--- config.mk ---
export PLATFORM = sky130hd
export DESIGN_NAME = sprite_mem_arbiter_flat
export DESIGN_NICKNAME = d
export VERILOG_FILES = /design/src/rtl/sprite_mem_arbiter_if.sv /design/src/rtl/sprite_mem_arbiter.sv /design/src/flat_wrapper.sv
export SDC_FILE = /design/constraint.sdc
export NUM_CORES = 1
export LEC_CHECK = 0
export ABC_AREA = 1
export BUFFER_PORTS_ARGS = -buffer_cell sky130_fd_sc_hd__buf_2
export CAP_MARGIN = 20
export CORE_ASPECT_RATIO = 1.1
export CORE_UTILIZATION = 50
export CTS_CLUSTER_DIAMETER = 150
export CTS_CLUSTER_SIZE = 20
export DETAILED_ROUTE_END_ITERATION = 12
export PLACE_DENSITY = 0.88
export SLEW_MARGIN = 5
export SYNTH_ARGS = -nofsm -noshare
export SYNTH_HDL_FRONTEND = slang
export SYNTH_SLANG_ARGS = --single-unit
--- constraint.sdc ---
create_clock -name clk -period 2.25 [get_ports clk]
set_input_delay 0.1125 -clock clk [delete_from_list [all_inputs] [get_ports clk]]
set_output_delay 0.1125 -clock clk [all_outputs]
set_load 0.005 [all_outputs]
--- src/rtl/sprite_mem_arbiter_if.sv ---
// Sprite memory arbiter bus interface.
// Bundles the requester handshake (req/addr/elem -> gnt, rsp_valid/rsp_data)
// and the sprite memory read port (read_enable/address/element <- dataout).
//   slave  : arbiter view (drives gnt, responses and the memory request)
//   master : environment view (requesters plus the memory itself)
interface sprite_mem_arbiter_if #(
    parameter int NUM_REQ = 3,
    parameter int ADDR_W  = 10,
    parameter int ELEM_W  = 3,
    parameter int DATA_W  = 12
);
    logic                      video_active;
    logic [NUM_REQ-1:0]        req;
    logic [NUM_REQ*ADDR_W-1:0] req_addr;
    logic [NUM_REQ*ELEM_W-1:0] req_elem;
    logic [NUM_REQ-1:0]        gnt;
    logic [NUM_REQ-1:0]        rsp_valid;
    logic [DATA_W-1:0]         rsp_data;
    logic                      mem_read_enable;
    logic [ADDR_W-1:0]         mem_address;
    logic [ELEM_W-1:0]         mem_element;
    logic [DATA_W-1:0]         mem_dataout;

    modport slave (
        input  video_active, req, req_addr, req_elem, mem_dataout,
        output gnt, rsp_valid, rsp_data, mem_read_enable, mem_address, mem_element
    );

    modport master (
        output video_active, req, req_addr, req_elem, mem_dataout,
        input  gnt, rsp_valid, rsp_data, mem_read_enable, mem_address, mem_element
    );
endinterface

--- src/rtl/sprite_mem_arbiter.sv ---
// Sprite memory read-port arbiter.
// Shares one sprite memory read port between NUM_REQ requesters. Requester 0
// (pixel renderer) has hard priority while video_active is high; the others
// are served round-robin, and any low-priority requester denied STARVE_LIMIT
// consecutive cycles is forced through. Returned data is routed back with a
// one-hot rsp_valid strobe MEM_LATENCY+1 cycles after the accepting edge.
// Ports:
//   clk    : system clock
//   reset  : asynchronous, active-high reset
//   bus    : sprite_mem_arbiter_if.slave (requester handshake + memory port)
// Optional (macro ARB_STATS_EN):
//   grant_count   : per-requester saturating 16-bit grant counters
//   starve_events : saturating count of forced starvation grants
module sprite_mem_arbiter #(
    parameter int NUM_REQ      = 3,
    parameter int ADDR_W       = 10,
    parameter int ELEM_W       = 3,
    parameter int DATA_W       = 12,
    parameter int MEM_LATENCY  = 1,
    parameter int STARVE_LIMIT = 15
) (
    input  logic                    clk,
    input  logic                    reset,
    sprite_mem_arbiter_if.slave     bus
`ifdef ARB_STATS_EN
    ,
    output logic [NUM_REQ*16-1:0]   grant_count,
    output logic [15:0]             starve_events
`endif
);
    localparam int PTR_W = (NUM_REQ > 1) ? $clog2(NUM_REQ) : 1;
    localparam int CNT_W = $clog2(STARVE_LIMIT + 1);
    localparam logic [CNT_W-1:0] CNT_MAX = CNT_W'(STARVE_LIMIT);
    localparam logic [PTR_W-1:0] PTR_RST = (NUM_REQ > 1) ? PTR_W'(1) : '0;

    logic [PTR_W-1:0]   rr_ptr_q, rr_ptr_d;
    logic [CNT_W-1:0]   starve_q [NUM_REQ];
    logic [CNT_W-1:0]   starve_d [NUM_REQ];
    logic [NUM_REQ-1:0] tag_q [MEM_LATENCY+1];
    logic [NUM_REQ-1:0] tag_d [MEM_LATENCY+1];
    logic               mem_re_q, mem_re_d;
    logic [ADDR_W-1:0]  mem_addr_q, mem_addr_d;
    logic [ELEM_W-1:0]  mem_elem_q, mem_elem_d;
    logic [NUM_REQ-1:0] rsp_valid_q, rsp_valid_d;
    logic [DATA_W-1:0]  rsp_data_q, rsp_data_d;

    logic [NUM_REQ-1:0] gnt;
    logic [PTR_W-1:0]   win_idx;
    logic               forced, pri0_win, rr_win, have_win;
    int                 idx;

    // Winner selection. Loops run from high to low so the last match is the
    // lowest index (forced) or the smallest offset from the pointer (RR).
    always_comb begin
        forced   = 1'b0;
        pri0_win = 1'b0;
        rr_win   = 1'b0;
        win_idx  = '0;
        idx      = 0;
        for (int i = NUM_REQ - 1; i >= 1; i--) begin
            if (bus.req[i] && (starve_q[i] == CNT_MAX)) begin
                forced  = 1'b1;
                win_idx = PTR_W'(i);
            end
        end
        if (!forced) begin
            if (bus.video_active && bus.req[0]) begin
                pri0_win = 1'b1;
                win_idx  = '0;
            end else begin
                for (int k = NUM_REQ - 1; k >= 0; k--) begin
                    idx = int'(rr_ptr_q) + k;
                    if (idx >= NUM_REQ) idx = idx - NUM_REQ;
                    if (bus.req[idx]) begin
                        rr_win  = 1'b1;
                        win_idx = PTR_W'(idx);
                    end
                end
            end
        end
        have_win = forced | pri0_win | rr_win;
        gnt = '0;
        // No grant while reset is held: a requester must not see a transfer
        // that the flopped issue stage is about to discard.
        if (have_win && !reset) gnt[win_idx] = 1'b1;
    end

    always_comb begin
        rr_ptr_d = rr_ptr_q;
        if (rr_win && !reset)
            rr_ptr_d = (win_idx == PTR_W'(NUM_REQ - 1)) ? '0 : win_idx + PTR_W'(1);

        starve_d[0] = '0;
        for (int i = 1; i < NUM_REQ; i++) begin
            if (bus.req[i] && !gnt[i])
                starve_d[i] = (starve_q[i] == CNT_MAX) ? CNT_MAX : starve_q[i] + CNT_W'(1);
            else
                starve_d[i] = '0;
        end

        mem_re_d   = |gnt;
        mem_addr_d = mem_addr_q;
        mem_elem_d = mem_elem_q;
        if (|gnt) begin
            mem_addr_d = bus.req_addr[win_idx*ADDR_W +: ADDR_W];
            mem_elem_d = bus.req_elem[win_idx*ELEM_W +: ELEM_W];
        end

        // Entry 0 rides alongside the issued address; the last entry lines up
        // with valid mem_dataout and feeds the response register.
        tag_d[0] = gnt;
        for (int j = 1; j <= MEM_LATENCY; j++) tag_d[j] = tag_q[j-1];

        rsp_valid_d = tag_q[MEM_LATENCY];
        rsp_data_d  = (|tag_q[MEM_LATENCY]) ? bus.mem_dataout : rsp_data_q;
    end

    always_ff @(posedge clk or posedge reset) begin
        if (reset) begin
            rr_ptr_q    <= PTR_RST;
            mem_re_q    <= 1'b0;
            mem_addr_q  <= '0;
            mem_elem_q  <= '0;
            rsp_valid_q <= '0;
            rsp_data_q  <= '0;
            for (int i = 0; i < NUM_REQ; i++) starve_q[i] <= '0;
            for (int j = 0; j <= MEM_LATENCY; j++) tag_q[j] <= '0;
        end else begin
            rr_ptr_q    <= rr_ptr_d;
            mem_re_q    <= mem_re_d;
            mem_addr_q  <= mem_addr_d;
            mem_elem_q  <= mem_elem_d;
            rsp_valid_q <= rsp_valid_d;
            rsp_data_q  <= rsp_data_d;
            for (int i = 0; i < NUM_REQ; i++) starve_q[i] <= starve_d[i];
            for (int j = 0; j <= MEM_LATENCY; j++) tag_q[j] <= tag_d[j];
        end
    end

    assign bus.gnt             = gnt;
    assign bus.mem_read_enable = mem_re_q;
    assign bus.mem_address     = mem_addr_q;
    assign bus.mem_element     = mem_elem_q;
    assign bus.rsp_valid       = rsp_valid_q;
    assign bus.rsp_data        = rsp_data_q;

`ifdef ARB_STATS_EN
    logic [15:0] grant_cnt_q [NUM_REQ];
    logic [15:0] grant_cnt_d [NUM_REQ];
    logic [15:0] starve_ev_q, starve_ev_d;

    always_comb begin
        for (int i = 0; i < NUM_REQ; i++)
            grant_cnt_d[i] = (gnt[i] && (grant_cnt_q[i] != 16'hFFFF)) ?
                             grant_cnt_q[i] + 16'd1 : grant_cnt_q[i];
        starve_ev_d = (forced && (|gnt) && (starve_ev_q != 16'hFFFF)) ?
                      starve_ev_q + 16'd1 : starve_ev_q;
    end

    always_ff @(posedge clk or posedge reset) begin
        if (reset) begin
            for (int i = 0; i < NUM_REQ; i++) grant_cnt_q[i] <= '0;
            starve_ev_q <= '0;
        end else begin
            for (int i = 0; i < NUM_REQ; i++) grant_cnt_q[i] <= grant_cnt_d[i];
            starve_ev_q <= starve_ev_d;
        end
    end

    always_comb begin
        grant_count = '0;
        for (int i = 0; i < NUM_REQ; i++) grant_count[i*16 +: 16] = grant_cnt_q[i];
    end
    assign starve_events = starve_ev_q;
`endif
endmodule

--- src/flat_wrapper.sv ---
// flat-port wrapper written by rule: the top's interface ports become plain ports
module sprite_mem_arbiter_flat 
#(
    parameter int NUM_REQ      = 3,
    parameter int ADDR_W       = 10,
    parameter int ELEM_W       = 3,
    parameter int DATA_W       = 12,
    parameter int MEM_LATENCY  = 1,
    parameter int STARVE_LIMIT = 15
)
  (clk, reset, bus_video_active, bus_req, bus_req_addr, bus_req_elem, bus_mem_dataout, bus_gnt, bus_rsp_valid, bus_rsp_data, bus_mem_read_enable, bus_mem_address, bus_mem_element);
  sprite_mem_arbiter_if #(.NUM_REQ(NUM_REQ), .ADDR_W(ADDR_W), .ELEM_W(ELEM_W), .DATA_W(DATA_W)) bus_i ();
  input  logic clk;
  input  logic reset;
  input wire logic [$bits(bus_i.video_active)-1:0] bus_video_active;
  input wire logic [$bits(bus_i.req)-1:0] bus_req;
  input wire logic [$bits(bus_i.req_addr)-1:0] bus_req_addr;
  input wire logic [$bits(bus_i.req_elem)-1:0] bus_req_elem;
  input wire logic [$bits(bus_i.mem_dataout)-1:0] bus_mem_dataout;
  output wire logic [$bits(bus_i.gnt)-1:0] bus_gnt;
  output wire logic [$bits(bus_i.rsp_valid)-1:0] bus_rsp_valid;
  output wire logic [$bits(bus_i.rsp_data)-1:0] bus_rsp_data;
  output wire logic [$bits(bus_i.mem_read_enable)-1:0] bus_mem_read_enable;
  output wire logic [$bits(bus_i.mem_address)-1:0] bus_mem_address;
  output wire logic [$bits(bus_i.mem_element)-1:0] bus_mem_element;
  assign bus_i.video_active = bus_video_active;
  assign bus_i.req = bus_req;
  assign bus_i.req_addr = bus_req_addr;
  assign bus_i.req_elem = bus_req_elem;
  assign bus_i.mem_dataout = bus_mem_dataout;
  assign bus_gnt = bus_i.gnt;
  assign bus_rsp_valid = bus_i.rsp_valid;
  assign bus_rsp_data = bus_i.rsp_data;
  assign bus_mem_read_enable = bus_i.mem_read_enable;
  assign bus_mem_address = bus_i.mem_address;
  assign bus_mem_element = bus_i.mem_element;
  sprite_mem_arbiter #(.NUM_REQ(NUM_REQ), .ADDR_W(ADDR_W), .ELEM_W(ELEM_W), .DATA_W(DATA_W), .MEM_LATENCY(MEM_LATENCY), .STARVE_LIMIT(STARVE_LIMIT)) u_core (.clk(clk), .reset(reset), .bus(bus_i));
endmodule
==> metrics.cfg <==
[run_status]
outcome=finished clean

[detailed_routing]
via_per_inst=5.18
drc=0
vias=2359
drt-initial-drc-count=126
wl_per_cell_um=13.2
wirelength_um=5990
antenna_left=0
drt-pass1-iter-count=4

[cts]
clkSinkCount=45
clkLatencyLatePin_ps=310
tritoncts.num_buffers=5
clk_pin_slew_ps=80
htree_levels=2
cts_tree=built
cts_root_buf=clkbuf_8
cts.path.max_buffers=2

[floorplanning]
rows=26
die_x_um=70.2
core_um2=4780
fp.dieH_um=77.0
start_util_pct=53.5
io_pins=89
dieArea_um2=5400

[yosys]
syn_inst=303
postSynthAreaPerCell_um2=8.44
synth_cell_types=31
synth_top_area_share_pct=43.1
synthTopCellsByArea=dfrtp_1 (43%), nand3_1 (7.8%), inv_1 (7.3%), nand2_1 (6.2%), mux2_2 (5.3%)
ys_seq_area_share_pct=44.1
synth_nets=365
ys_seq_elements=45
syn-cell-area_um2=2560
synth_top_area_cell=dfrtp_1
ys_warn_count=0

[placed_design]
placed_cells_incl_taps=441
dp_hpwl_um=4210
gp_congestion=0.878
portBuffers=88

[hold_path]
holdPathStages=2
min-delay-start=bus_mem_dataout[10]
hold_end=u_core.bus.rsp_data[10]$_DFFE_PP0P_
hp-class=in -> reg

[global_routing]
grt_pass1_vias=2256
grt_pass1_wl_um=9620
grt_max_degree=43
groute.usage.overall_pct=22.6
antenna_found_initial=0
grt_overflow_total=0

[critical_path]
critPathLaunchType=flip-flop
worstPathCellList=inv_2 -> ha_4 -> inv_4 -> nand2_4 -> nand3_4 -> nand2_2 -> nor2_4 -> nand3b_1 -> nand2_4 -> nor2_4 -> buf_2
crit_family=simple AND/OR/NAND/NOR gates
timing.rr.start=u_core.rr_ptr_q[0]$_DFFE_PP1P_
slowest_delay_ps=580
critical_path_class=reg -> out
cp.required_ps=2140
critPathCaptureType=output pin
cp_max_fo=6
r2r_setup_slack_ps=80
crit_arrival_ps=2140
rr_endpoint=u_core.bus.mem_address[6]$_DFFE_PP0P_
cp_num_buf_inv=3
crit_path_top_delay_cell=dfstp_2
reg2reg_depth=13

[cells_and_area]
fin_nets=461
drive_above_1_share_pct=45.1
final_cells=455
syn_to_final_growth_pct=28.7
num_antenna_cells=0

[run]
maxCapViolCount=0

[timing]
fmax_mhz=445
final_hold_viol_count=0
finalSetupViolCount=0
fin_skew_ps=3.94
finalCriticalPeriod_ps=2250
slew_headroom_pct=66.3
worst_slew_pin_slew_ps=505
min_period_over_period_pct=100
slew_viol_final=0
rsz0062_at_grt=yes
hold_ws_ps=39.3

[power_and_ir_drop]
ir_drop_uv=593
leakage_nw=1.83
power.density_nw_per_um2=1340

## synthesized netlist by cell type, drive strengths merged
master / n
nor2: 31
nand2: 58
buf: 11
o21ai: 5
clkinv: 1
clkbuf: 2
xnor2: 1
ha: 5
nand3: 50
nand3b: 1
inv: 55
a21oi: 22
dfstp: 1
mux2: 12
nor3: 1
a21boi: 1
dfrtp: 44
nand4: 2
## stage by stage
step / setup WS (ps) / setup TNS, ps / cell area [µm²] / power (mW) / util, %
after global routing: -76.4 / -313 / 3290 / 4.72 / 68.8
after global placement: 229 / 0 / 3020 / 3.37 / 63.2
after floorplan: 232 / 0 / 2560 / 2.91 / -
after CTS: 8.03 / 0 / 3190 / 4.17 / 66.6
final: 0.552 / 0 / 3290 / 4.41 / 68.8
after detailed placement: 112 / 0 / 3020 / 3.47 / 63.2
## kinds of logic after synthesis
kind of cell	share of synthesized area [%]
buffers and inverters	12.2
flip-flops	44.1
multiplexers	5.29
adder cells (fa/ha/maj)	2.45
XOR/XNOR	0.343
AND/OR/NAND/NOR	28.6
AO/OA/AOI/OAI	7.05
## cells in the final DEF (no fill, tap or decap), drive strengths merged, types with 2 or more instances in the layout
| cell | synthesis | layout |
|---|---|---|
| buf | 11 | 101 |
| nand2 | 58 | 58 |
| inv | 55 | 55 |
| nand3 | 50 | 50 |
| dfrtp | 44 | 44 |
| nor2 | 31 | 31 |
| a21oi | 22 | 22 |
| mux2 | 12 | 12 |
| clkbuf | 2 | 5 |
| o21ai | 5 | 5 |
| ha | 5 | 5 |
| nand4 | 2 | 2 |
| clkinv | 1 | 2 |
## per-layer routing
| metal | up-vias | wire length (µm) | GRT usage (%) | share of wire, % |
|---|---|---|---|---|
| li1 | 1138 | - | - | - |
| met2 | 110 | 3120 | 40.7 | 52 |
| met1 | 1089 | 2360 | 24.8 | 39 |
| met3 | 22 | 347 | 5.39 | 5.8 |
| met4 | 0 | 161 | 10.2 | 2.7 |
| met5 | - | 0 | 0 | 0 |
## final cells by class
| type | count | area (µm²) |
|---|---|---|
| fillers | 368 | 1490 |
| multi-input cells | 189 | 1210 |
| flip-flops and latches | 45 | 1130 |
| repair buffers | 102 | 554 |
| inverters | 56 | 220 |
| well taps | 56 | 70.1 |
| clock buffers | 5 | 68.8 |
| clock inverters | 2 | 35.0 |
## how the worst max path moves through the flow
stage	slack, ps	end	cells past startpoint	start
4_1_cts	8	bus_gnt[0]	13	u_core.rr_ptr_q[0]$_DFFE_PP1P_
3_3_place_gp	230	bus_gnt[0]	13	u_core.rr_ptr_q[0]$_DFFE_PP1P_
5_1_grt	-80	bus_gnt[1]	11	u_core.rr_ptr_q[0]$_DFFE_PP1P_
2_1_floorplan	230	bus_gnt[0]	14	u_core.rr_ptr_q[0]$_DFFE_PP1P_
3_5_place_dp	110	u_core.starve_q[2]$_DFF_PP0_	12	u_core.rr_ptr_q[0]$_DFFE_PP1P_
6_report	0.6	bus_gnt[1]	11	u_core.rr_ptr_q[0]$_DFFE_PP1P_
## state kept, by name, summed over array words and instances, names as in the netlist
name and count:
u_core.rr_ptr_q 2, u_core.starve_q 8, u_core.tag_d 3, u_core.bus.rsp_valid 3, u_core.bus.mem_address 10, u_core.rsp_valid_d 3
u_core.bus.mem_element 3, u_core.bus.rsp_data 12, u_core.bus.mem_read_enable 1
## report_power, final
group / internal [mW] / switching, mW / total [mW] / leakage [nW]
logic: 1.10 / 1.39 / 2.49 / 1.23
clock network: 0.323 / 0.281 / 0.604 / 0.0540
registers: 1.15 / 0.166 / 1.32 / 0.546
## repair_timing
item	4_1_cts	5_1_grt
endpoints found under the hold margin	3	0
resized for setup	8	18
endpoints found under the setup margin	3	3
hold buffers	1	0
cloned	0	0
pin swaps	3	8
setup buffers	3	3
Note: power is estimated with default switching activity, not from simulation.
